==> config.mk <==
export PLATFORM = sky130hd
export DESIGN_NAME = dpi_flow_sequencer_flat
export DESIGN_NICKNAME = d
export VERILOG_FILES = /design/src/rtl/dpi_flow_sequencer_if.sv /design/src/rtl/dpi_flow_sequencer.sv /design/src/flat_wrapper.sv
export SDC_FILE = /design/constraint.sdc
export NUM_CORES = 1
export LEC_CHECK = 0
export CAP_MARGIN = 20
export CORE_MARGIN = 2
export CORE_UTILIZATION = 49
export CTS_BUF_LIST = sky130_fd_sc_hd__clkbuf_8 sky130_fd_sc_hd__clkbuf_16
export DETAILED_ROUTE_END_ITERATION = 8
export PLACE_DENSITY = 0.7
export SYNTH_ARGS = -nofsm -noshare
export SYNTH_HDL_FRONTEND = slang
export SYNTH_SLANG_ARGS = --single-unit
==> constraint.sdc <==
create_clock -name clk -period 4.1 [get_ports clk]
set_input_delay 0.82 -clock clk [delete_from_list [all_inputs] [get_ports clk]]
set_output_delay 0.82 -clock clk [all_outputs]
set_load 0.05 [all_outputs]
==> src/rtl/dpi_flow_sequencer_if.sv <==
// Bus bundles around the flow sequencer: payload byte stream, DFA engine char/state port,
// and match-report channel. The master modport is the side that drives valid/data.

interface seq_stream_if #(
    parameter int FLOW_W = 4
);
    logic              s_valid;
    logic              s_ready;
    logic [7:0]        s_data;
    logic              s_last;
    logic [FLOW_W-1:0] s_flow;

    modport master (output s_valid, s_data, s_last, s_flow, input s_ready);
    modport slave  (input s_valid, s_data, s_last, s_flow, output s_ready);
endinterface

interface seq_dfa_if #(
    parameter int STATE_W = 11
);
    logic [7:0]         dfa_char;
    logic               dfa_char_vld;
    logic [STATE_W-1:0] dfa_state_in;
    logic               dfa_state_vld;
    logic [STATE_W-1:0] dfa_state_out;
    logic               dfa_accept;

    modport master (output dfa_char, dfa_char_vld, dfa_state_in, dfa_state_vld,
                    input dfa_state_out, dfa_accept);
    modport slave  (input dfa_char, dfa_char_vld, dfa_state_in, dfa_state_vld,
                    output dfa_state_out, dfa_accept);
endinterface

interface seq_rpt_if #(
    parameter int FLOW_W = 4,
    parameter int CNT_W  = 16
);
    logic              rpt_valid;
    logic              rpt_ready;
    logic [FLOW_W-1:0] rpt_flow;
    logic              rpt_match;
    logic [CNT_W-1:0]  rpt_count;
    logic [CNT_W-1:0]  rpt_first_off;

    modport master (output rpt_valid, rpt_flow, rpt_match, rpt_count, rpt_first_off,
                    input rpt_ready);
    modport slave  (input rpt_valid, rpt_flow, rpt_match, rpt_count, rpt_first_off,
                    output rpt_ready);
endinterface

==> src/rtl/dpi_flow_sequencer.sv <==
// Per-packet sequencer for one regex DFA engine: restores the flow's saved DFA state,
// streams payload bytes, saves the final state per flow and emits one match report.

module dpi_flow_sequencer #(
    parameter int STATE_W = 11,
    parameter int FLOW_W  = 4,
    parameter int CNT_W   = 16
) (
    input  logic              clk,
    input  logic              rst,
    seq_stream_if.slave       s,
    seq_dfa_if.master         dfa,
    seq_rpt_if.master         rpt,
    input  logic              flow_clr,
    input  logic [FLOW_W-1:0] flow_clr_id
);
    localparam int DEPTH = 2 ** FLOW_W;

    typedef enum logic [2:0] {
        ST_IDLE,
        ST_RESTORE,
        ST_STREAM,
        ST_SAVE,
        ST_REPORT
    } state_e;

    state_e             state_q;
    logic [FLOW_W-1:0]  flow_q;
    logic [CNT_W-1:0]   count_q;
    logic [CNT_W-1:0]   first_off_q;
    logic               match_q;
    logic               s_ready_q;
    logic               state_vld_q;
    logic               rpt_valid_q;
    logic [DEPTH-1:0]   ctx_vld_q;
    logic [STATE_W-1:0] ctx_q [DEPTH];

    logic beat;
    assign beat = s.s_valid & s_ready_q;

    // NOTE: sequential state uses non-blocking assignments only, so every register samples
    // pre-edge values; this also lets the later flow_clr write override the SAVE write.
    always_ff @(posedge clk) begin
        if (rst) begin
            state_q     <= ST_IDLE;
            flow_q      <= '0;
            count_q     <= '0;
            first_off_q <= '0;
            match_q     <= 1'b0;
            s_ready_q   <= 1'b0;
            state_vld_q <= 1'b0;
            rpt_valid_q <= 1'b0;
            ctx_vld_q   <= '0;
        end else begin
            case (state_q)
                ST_IDLE: begin
                    if (s.s_valid) begin
                        flow_q      <= s.s_flow;
                        count_q     <= '0;
                        first_off_q <= '0;
                        match_q     <= 1'b0;
                        state_vld_q <= 1'b1;
                        state_q     <= ST_RESTORE;
                    end
                end
                ST_RESTORE: begin
                    state_vld_q <= 1'b0;
                    s_ready_q   <= 1'b1;
                    state_q     <= ST_STREAM;
                end
                ST_STREAM: begin
                    if (beat) begin
                        if (!(&count_q)) begin
                            count_q <= count_q + CNT_W'(1);
                        end
                        // Offset is the pre-increment count of the first accepting byte.
                        if (dfa.dfa_accept && !match_q) begin
                            match_q     <= 1'b1;
                            first_off_q <= count_q;
                        end
                        if (s.s_last) begin
                            s_ready_q <= 1'b0;
                            state_q   <= ST_SAVE;
                        end
                    end
                end
                ST_SAVE: begin
                    ctx_vld_q[flow_q] <= 1'b1;
                    rpt_valid_q       <= 1'b1;
                    state_q           <= ST_REPORT;
                end
                ST_REPORT: begin
                    if (rpt.rpt_ready) begin
                        rpt_valid_q <= 1'b0;
                        state_q     <= ST_IDLE;
                    end
                end
                default: state_q <= ST_IDLE;
            endcase
            if (flow_clr) begin
                ctx_vld_q[flow_clr_id] <= 1'b0;
            end
        end
    end

    // NOTE: the context table has no reset; ctx_vld_q alone decides whether an entry is used.
    always_ff @(posedge clk) begin
        if (state_q == ST_SAVE) begin
            ctx_q[flow_q] <= dfa.dfa_state_out;
        end
    end

    assign s.s_ready         = s_ready_q;
    assign dfa.dfa_char      = s.s_data;
    assign dfa.dfa_char_vld  = beat;
    assign dfa.dfa_state_vld = state_vld_q;
    assign dfa.dfa_state_in  = (state_vld_q && ctx_vld_q[flow_q]) ? ctx_q[flow_q] : '0;

    assign rpt.rpt_valid     = rpt_valid_q;
    assign rpt.rpt_flow      = flow_q;
    assign rpt.rpt_match     = match_q;
    assign rpt.rpt_count     = count_q;
    assign rpt.rpt_first_off = first_off_q;

endmodule

==> src/flat_wrapper.sv <==
// flat-port wrapper written by rule: the top's interface ports become plain ports
module dpi_flow_sequencer_flat 
#(
    parameter int STATE_W = 11,
    parameter int FLOW_W  = 4,
    parameter int CNT_W   = 16
)
  (clk, rst, flow_clr, flow_clr_id, s_s_valid, s_s_data, s_s_last, s_s_flow, s_s_ready, dfa_dfa_char, dfa_dfa_char_vld, dfa_dfa_state_in, dfa_dfa_state_vld, dfa_dfa_state_out, dfa_dfa_accept, rpt_rpt_valid, rpt_rpt_flow, rpt_rpt_match, rpt_rpt_count, rpt_rpt_first_off, rpt_rpt_ready);
  seq_stream_if #(.FLOW_W(FLOW_W)) s_i ();
  seq_dfa_if #(.STATE_W(STATE_W)) dfa_i ();
  seq_rpt_if #(.FLOW_W(FLOW_W), .CNT_W(CNT_W)) rpt_i ();
  input  logic clk;
  input  logic rst;
  input  logic flow_clr;
  input  logic [FLOW_W-1:0] flow_clr_id;
  input wire logic [$bits(s_i.s_valid)-1:0] s_s_valid;
  input wire logic [$bits(s_i.s_data)-1:0] s_s_data;
  input wire logic [$bits(s_i.s_last)-1:0] s_s_last;
  input wire logic [$bits(s_i.s_flow)-1:0] s_s_flow;
  output wire logic [$bits(s_i.s_ready)-1:0] s_s_ready;
  output wire logic [$bits(dfa_i.dfa_char)-1:0] dfa_dfa_char;
  output wire logic [$bits(dfa_i.dfa_char_vld)-1:0] dfa_dfa_char_vld;
  output wire logic [$bits(dfa_i.dfa_state_in)-1:0] dfa_dfa_state_in;
  output wire logic [$bits(dfa_i.dfa_state_vld)-1:0] dfa_dfa_state_vld;
  input wire logic [$bits(dfa_i.dfa_state_out)-1:0] dfa_dfa_state_out;
  input wire logic [$bits(dfa_i.dfa_accept)-1:0] dfa_dfa_accept;
  output wire logic [$bits(rpt_i.rpt_valid)-1:0] rpt_rpt_valid;
  output wire logic [$bits(rpt_i.rpt_flow)-1:0] rpt_rpt_flow;
  output wire logic [$bits(rpt_i.rpt_match)-1:0] rpt_rpt_match;
  output wire logic [$bits(rpt_i.rpt_count)-1:0] rpt_rpt_count;
  output wire logic [$bits(rpt_i.rpt_first_off)-1:0] rpt_rpt_first_off;
  input wire logic [$bits(rpt_i.rpt_ready)-1:0] rpt_rpt_ready;
  assign s_i.s_valid = s_s_valid;
  assign s_i.s_data = s_s_data;
  assign s_i.s_last = s_s_last;
  assign s_i.s_flow = s_s_flow;
  assign s_s_ready = s_i.s_ready;
  assign dfa_dfa_char = dfa_i.dfa_char;
  assign dfa_dfa_char_vld = dfa_i.dfa_char_vld;
  assign dfa_dfa_state_in = dfa_i.dfa_state_in;
  assign dfa_dfa_state_vld = dfa_i.dfa_state_vld;
  assign dfa_i.dfa_state_out = dfa_dfa_state_out;
  assign dfa_i.dfa_accept = dfa_dfa_accept;
  assign rpt_rpt_valid = rpt_i.rpt_valid;
  assign rpt_rpt_flow = rpt_i.rpt_flow;
  assign rpt_rpt_match = rpt_i.rpt_match;
  assign rpt_rpt_count = rpt_i.rpt_count;
  assign rpt_rpt_first_off = rpt_i.rpt_first_off;
  assign rpt_i.rpt_ready = rpt_rpt_ready;
  dpi_flow_sequencer #(.STATE_W(STATE_W), .FLOW_W(FLOW_W), .CNT_W(CNT_W)) u_core (.clk(clk), .rst(rst), .s(s_i), .dfa(dfa_i), .rpt(rpt_i), .flow_clr(flow_clr), .flow_clr_id(flow_clr_id));
endmodule
==> results by group <==
Worst setup path
  • Reg2reg setup slack: 1.31 ns
  • CP arrival: 3.17 ns
  • Crit start category: flop
  • Setup crit end kind: output pin
  • Crit path kind: flop to output pin
  • CP Max Fanout: 21
  • Reg-to-reg endpoint: u_core.ctx_vld_q[4]$_SDFF_PP0_
  • Worst r2r src: u_core.state_q[1]$_SDFFE_PP0P_
  • R2R depth: 6
  • CP Data Required Time: between 3 and 4 ns

Die
  • Total core area: 0.01883 sq mm
  • Die footprint: 0.02049 sq mm
  • Row cnt: 50
  • Ports placed on the boundary: 94
  • Die Y: 143.2 um
  • Initial Utilization: 0.5039
  • Die width: 143.2 um

Power and ir drop
  • Maximum vdd drop: around 0.26 mV
  • Pwr dens: between 400 and 500 mW/mm^2
  • Leak: roughly 3.6 nW

Detailed routing
  • Detailed-route via count: around 5500
  • DR WL/cell: 23.09 um
  • First-pass DRT Iterations: 5
  • DRT iter0 DRCs: roughly 500
  • DRC viols: 0
  • Total Routed Length: 21.47 mm
  • Routed Antenna Nets: 0
  • Drt via density: just under 6

STA
  • Setup TNS: 0 ns
  • Clock period minus worst slack: roughly 4 ns
  • Final Hold Fails: 0
  • Max Slew Vio Count: 0
  • Slew HR: 0.2869
  • Achievable frequency: roughly 250 MHz
  • RSZ-0062 raised after global routing: false
  • Slew @ Worst Pin: between 1 and 1.5 ns
  • Worst Skew: between 0.01 and 0.015 ns
  • # setup viols final: 0
  • Final cycle utilization of the critical path: 0.9726

Yosys
  • Avg Cell Area, Syn: 16.33 sq um
  • Asr flop ratio synth: 0
  • Net count after synthesis: ~600
  • Mapped Cells: 581
  • Unique cell type count in the Yosys netlist: 39
  • Post-synth EDFFs: 176
  • Syn Std Cell Area: between 0.009 and 0.01 sq mm
  • Synthesis warning total: 0
  • Sequential share of the synthesized area: 0.6899
  • Ys flop type: edfxtp_1
  • Count of state elements after synthesis: between 200 and 250

Global route
  • Largest net degree at the start of global routing: 60
  • Grt ovf: 0
  • GRT Util Overall: 0.2156
  • Vias in the first global route: ~5800
  • First-pass GRT wire length: 33.02 mm
  • Initial antenna violation count: 1

Min path
  • Hold Crit Start: u_core.ctx_vld_q[6]$_SDFF_PP0_
  • Hold/Removal Path Class: flop to flop
  • Hold Path Sink: u_core.ctx_vld_q[6]$_SDFF_PP0_
  • Hold-critical path depth: 1

Cells and area
  • Post-route cell area: between 0.01 and 0.015 sq mm
  • Final nets: a little under 700
  • Area Growth Syn to Fin: 18.76%
  • Layout Utilization: 0.5985
  • Layout cells sized above 1: 0.1821
  • # diodes: 0

CTS
  • Sink Count: 239
  • CTS HTree Levels: 1
  • Maximum clock path buffer count: 3
  • Clk root buf: clkbuf_16
  • Clk_lat worst skew: 0.51 ns
  • Clock Pin Slew Worst Setup and Hold Paths: 0.06 ns
  • CTS tree: yes
  • CTS buffer count: 24
  • Post-CTS setup buffers: 0

Run
  • Max Cap Viol: 0

Placed design
  • DP Wirelength: approximately 13 mm
  • GPL Wtd Cong: just under 0.9
  • Input/output buffers: 77
  • Placement Cell Area: 0.01053 sq mm

Outcome
  • Outcome: completed
-- what timing repair did --
action,in CTS,in global routing
cloned,0,0
pin swaps,0,0
gates resized for setup,7,1
hold buffers,0,0
endpoints found under the setup margin,11,1
-- state kept, by name (all words and copies together), names as in the netlist, named ones only --
name / cells
u_core.ctx_q: 176
u_core.ctx_vld_q: 16
u_core.rpt.rpt_count: 16
u_core.rpt.rpt_first_off: 16
u_core.rpt.rpt_flow: 4
u_core.state_q: 3
u_core.dfa.dfa_state_vld: 1
u_core.rpt.rpt_match: 1
u_core.rpt.rpt_valid: 1
u_core.s.s_ready: 1
-- report_power, final --
part | internal (mW) | switching, mW
Combinational | 0.140 | 0.164
Clock | 1.22 | 0.864
Sequential | 2.61 | 0.0345
Total | 3.96 | 1.06
-- placed cells by master, fill, tap and decap left out, types with 9 or more instances in the layout --
cell type	instances
mux4_2	60
and3_1	20
nor2_1	43
a211oi_1	11
clkinv_1	9
edfxtp_1	176
a21oi_1	25
inv_1	10
dfxtp_1	60
a22oi_1	17
nand2_1	25
buf_4	11
a311oi_1	9
clkdlybuf4s50_1	69
o21ai_0	12
nor2_2	9
clkbuf_16	25
-- critical path, stage by stage, from the launching register on --
cell and delay (ns):
dfxtp_2 0.57, buf_12 0.25, buf_12 0.16, mux4_2 0.31, mux4_2 0.47, and3_1 0.19
clkdlybuf4s50_1 0.70
-- kinds of logic (layout without fill, tap and decap cells) --
kind of cell / count (synthesis) / in the layout / synth area share
AO/OA/AOI/OAI: 96 / 96 / 0.06764
AND/OR/NAND/NOR: 134 / 134 / 0.06975
XOR/XNOR: 1 / 1 / 0.0009232
buffers and inverters: 49 / 138 / 0.02703
adder cells (fa/ha/maj): 1 / 1 / 0.001318
flip-flops: 239 / 239 / 0.6899
multiplexers: 61 / 61 / 0.1435
-- synth_stat cells (all sizes together) (3+ instances only) --
cell type / n / area share
a211oi: 11 / 0.0087
a21oi: 26 / 0.014
a22oi: 17 / 0.013
a311oi: 9 / 0.0083
a31oi: 6 / 0.0040
a41oi: 3 / 0.0028
and2: 4 / 0.0026
and3: 20 / 0.013
and4: 4 / 0.0037
buf: 24 / 0.017
clkbuf: 21 / 0.0083
dfxtp: 63 / 0.13
edfxtp: 176 / 0.56
inv: 4 / 0.0016
mux4: 60 / 0.14
nand2: 25 / 0.0099
nand3: 5 / 0.0026
nand3b: 3 / 0.0024
nand4b: 4 / 0.0037
nor2: 52 / 0.021
nor2b: 5 / 0.0033
nor3: 7 / 0.0037
o21a: 8 / 0.0063
o21ai: 12 / 0.0063
-- per-layer routing --
| metal | vias up | GRT usage | wire length [um] |
|---|---|---|---|
| met5 | - | 0 | 16 |
| li1 | 2449 | - | - |
| met4 | 2 | 0.07139 | 518 |
| met3 | 42 | 0.04628 | 1635 |
| met1 | 2811 | 0.2836 | 8465 |
| met2 | 239 | 0.3596 | 10840 |
-- final cells by class --
class	instances	area, sq um
Clock buffer	25	625.6
Inverter	4	15.01
Timing Repair Buffer	91	903.4
Sequential cell	239	6550
Tap cell	260	325.3
Multi-Input combinational cell	293	2729
Fill cell	1385	7561
Clock inverter	18	121.4
-- worst max-delay path by stage --
| stage | start | end | slack (ns) | cells past startpoint |
|---|---|---|---|---|
| finish | flop | dfa_dfa_state_in[7] | 0.11 | 6 |
| global route | flop | dfa_dfa_state_in[7] | 0.004 | 5 |
| CTS | flop | dfa_dfa_state_in[1] | 0.06 | 5 |
| detailed placement | u_core.rpt.rpt_flow[0]$_SDFFE_PP0P_ | dfa_dfa_state_in[6] | 0.52 | 4 |
| global placement | u_core.rpt.rpt_flow[0]$_SDFFE_PP0P_ | dfa_dfa_state_in[10] | 0.55 | 4 |
| floorplan | u_core.rpt.rpt_flow[0]$_SDFFE_PP0P_ | dfa_dfa_state_in[0] | 0.91 | 5 |
-- per-stage QoR --
step	worst slack [ns]	hold slack (ns)	std cells	total power [mW]
final	0.1124	0.4666	930	5.026
after CTS	0.05551	0.4684	930	5.068
after global placement	0.5509	0.4497	887	2.987
after detailed placement	0.5225	0.4553	887	2.997
after floorplan	0.9106	0.4354	581	2.903
after global routing	0.004054	0.4793	930	5.183
Power figures use the tool's default switching activity.
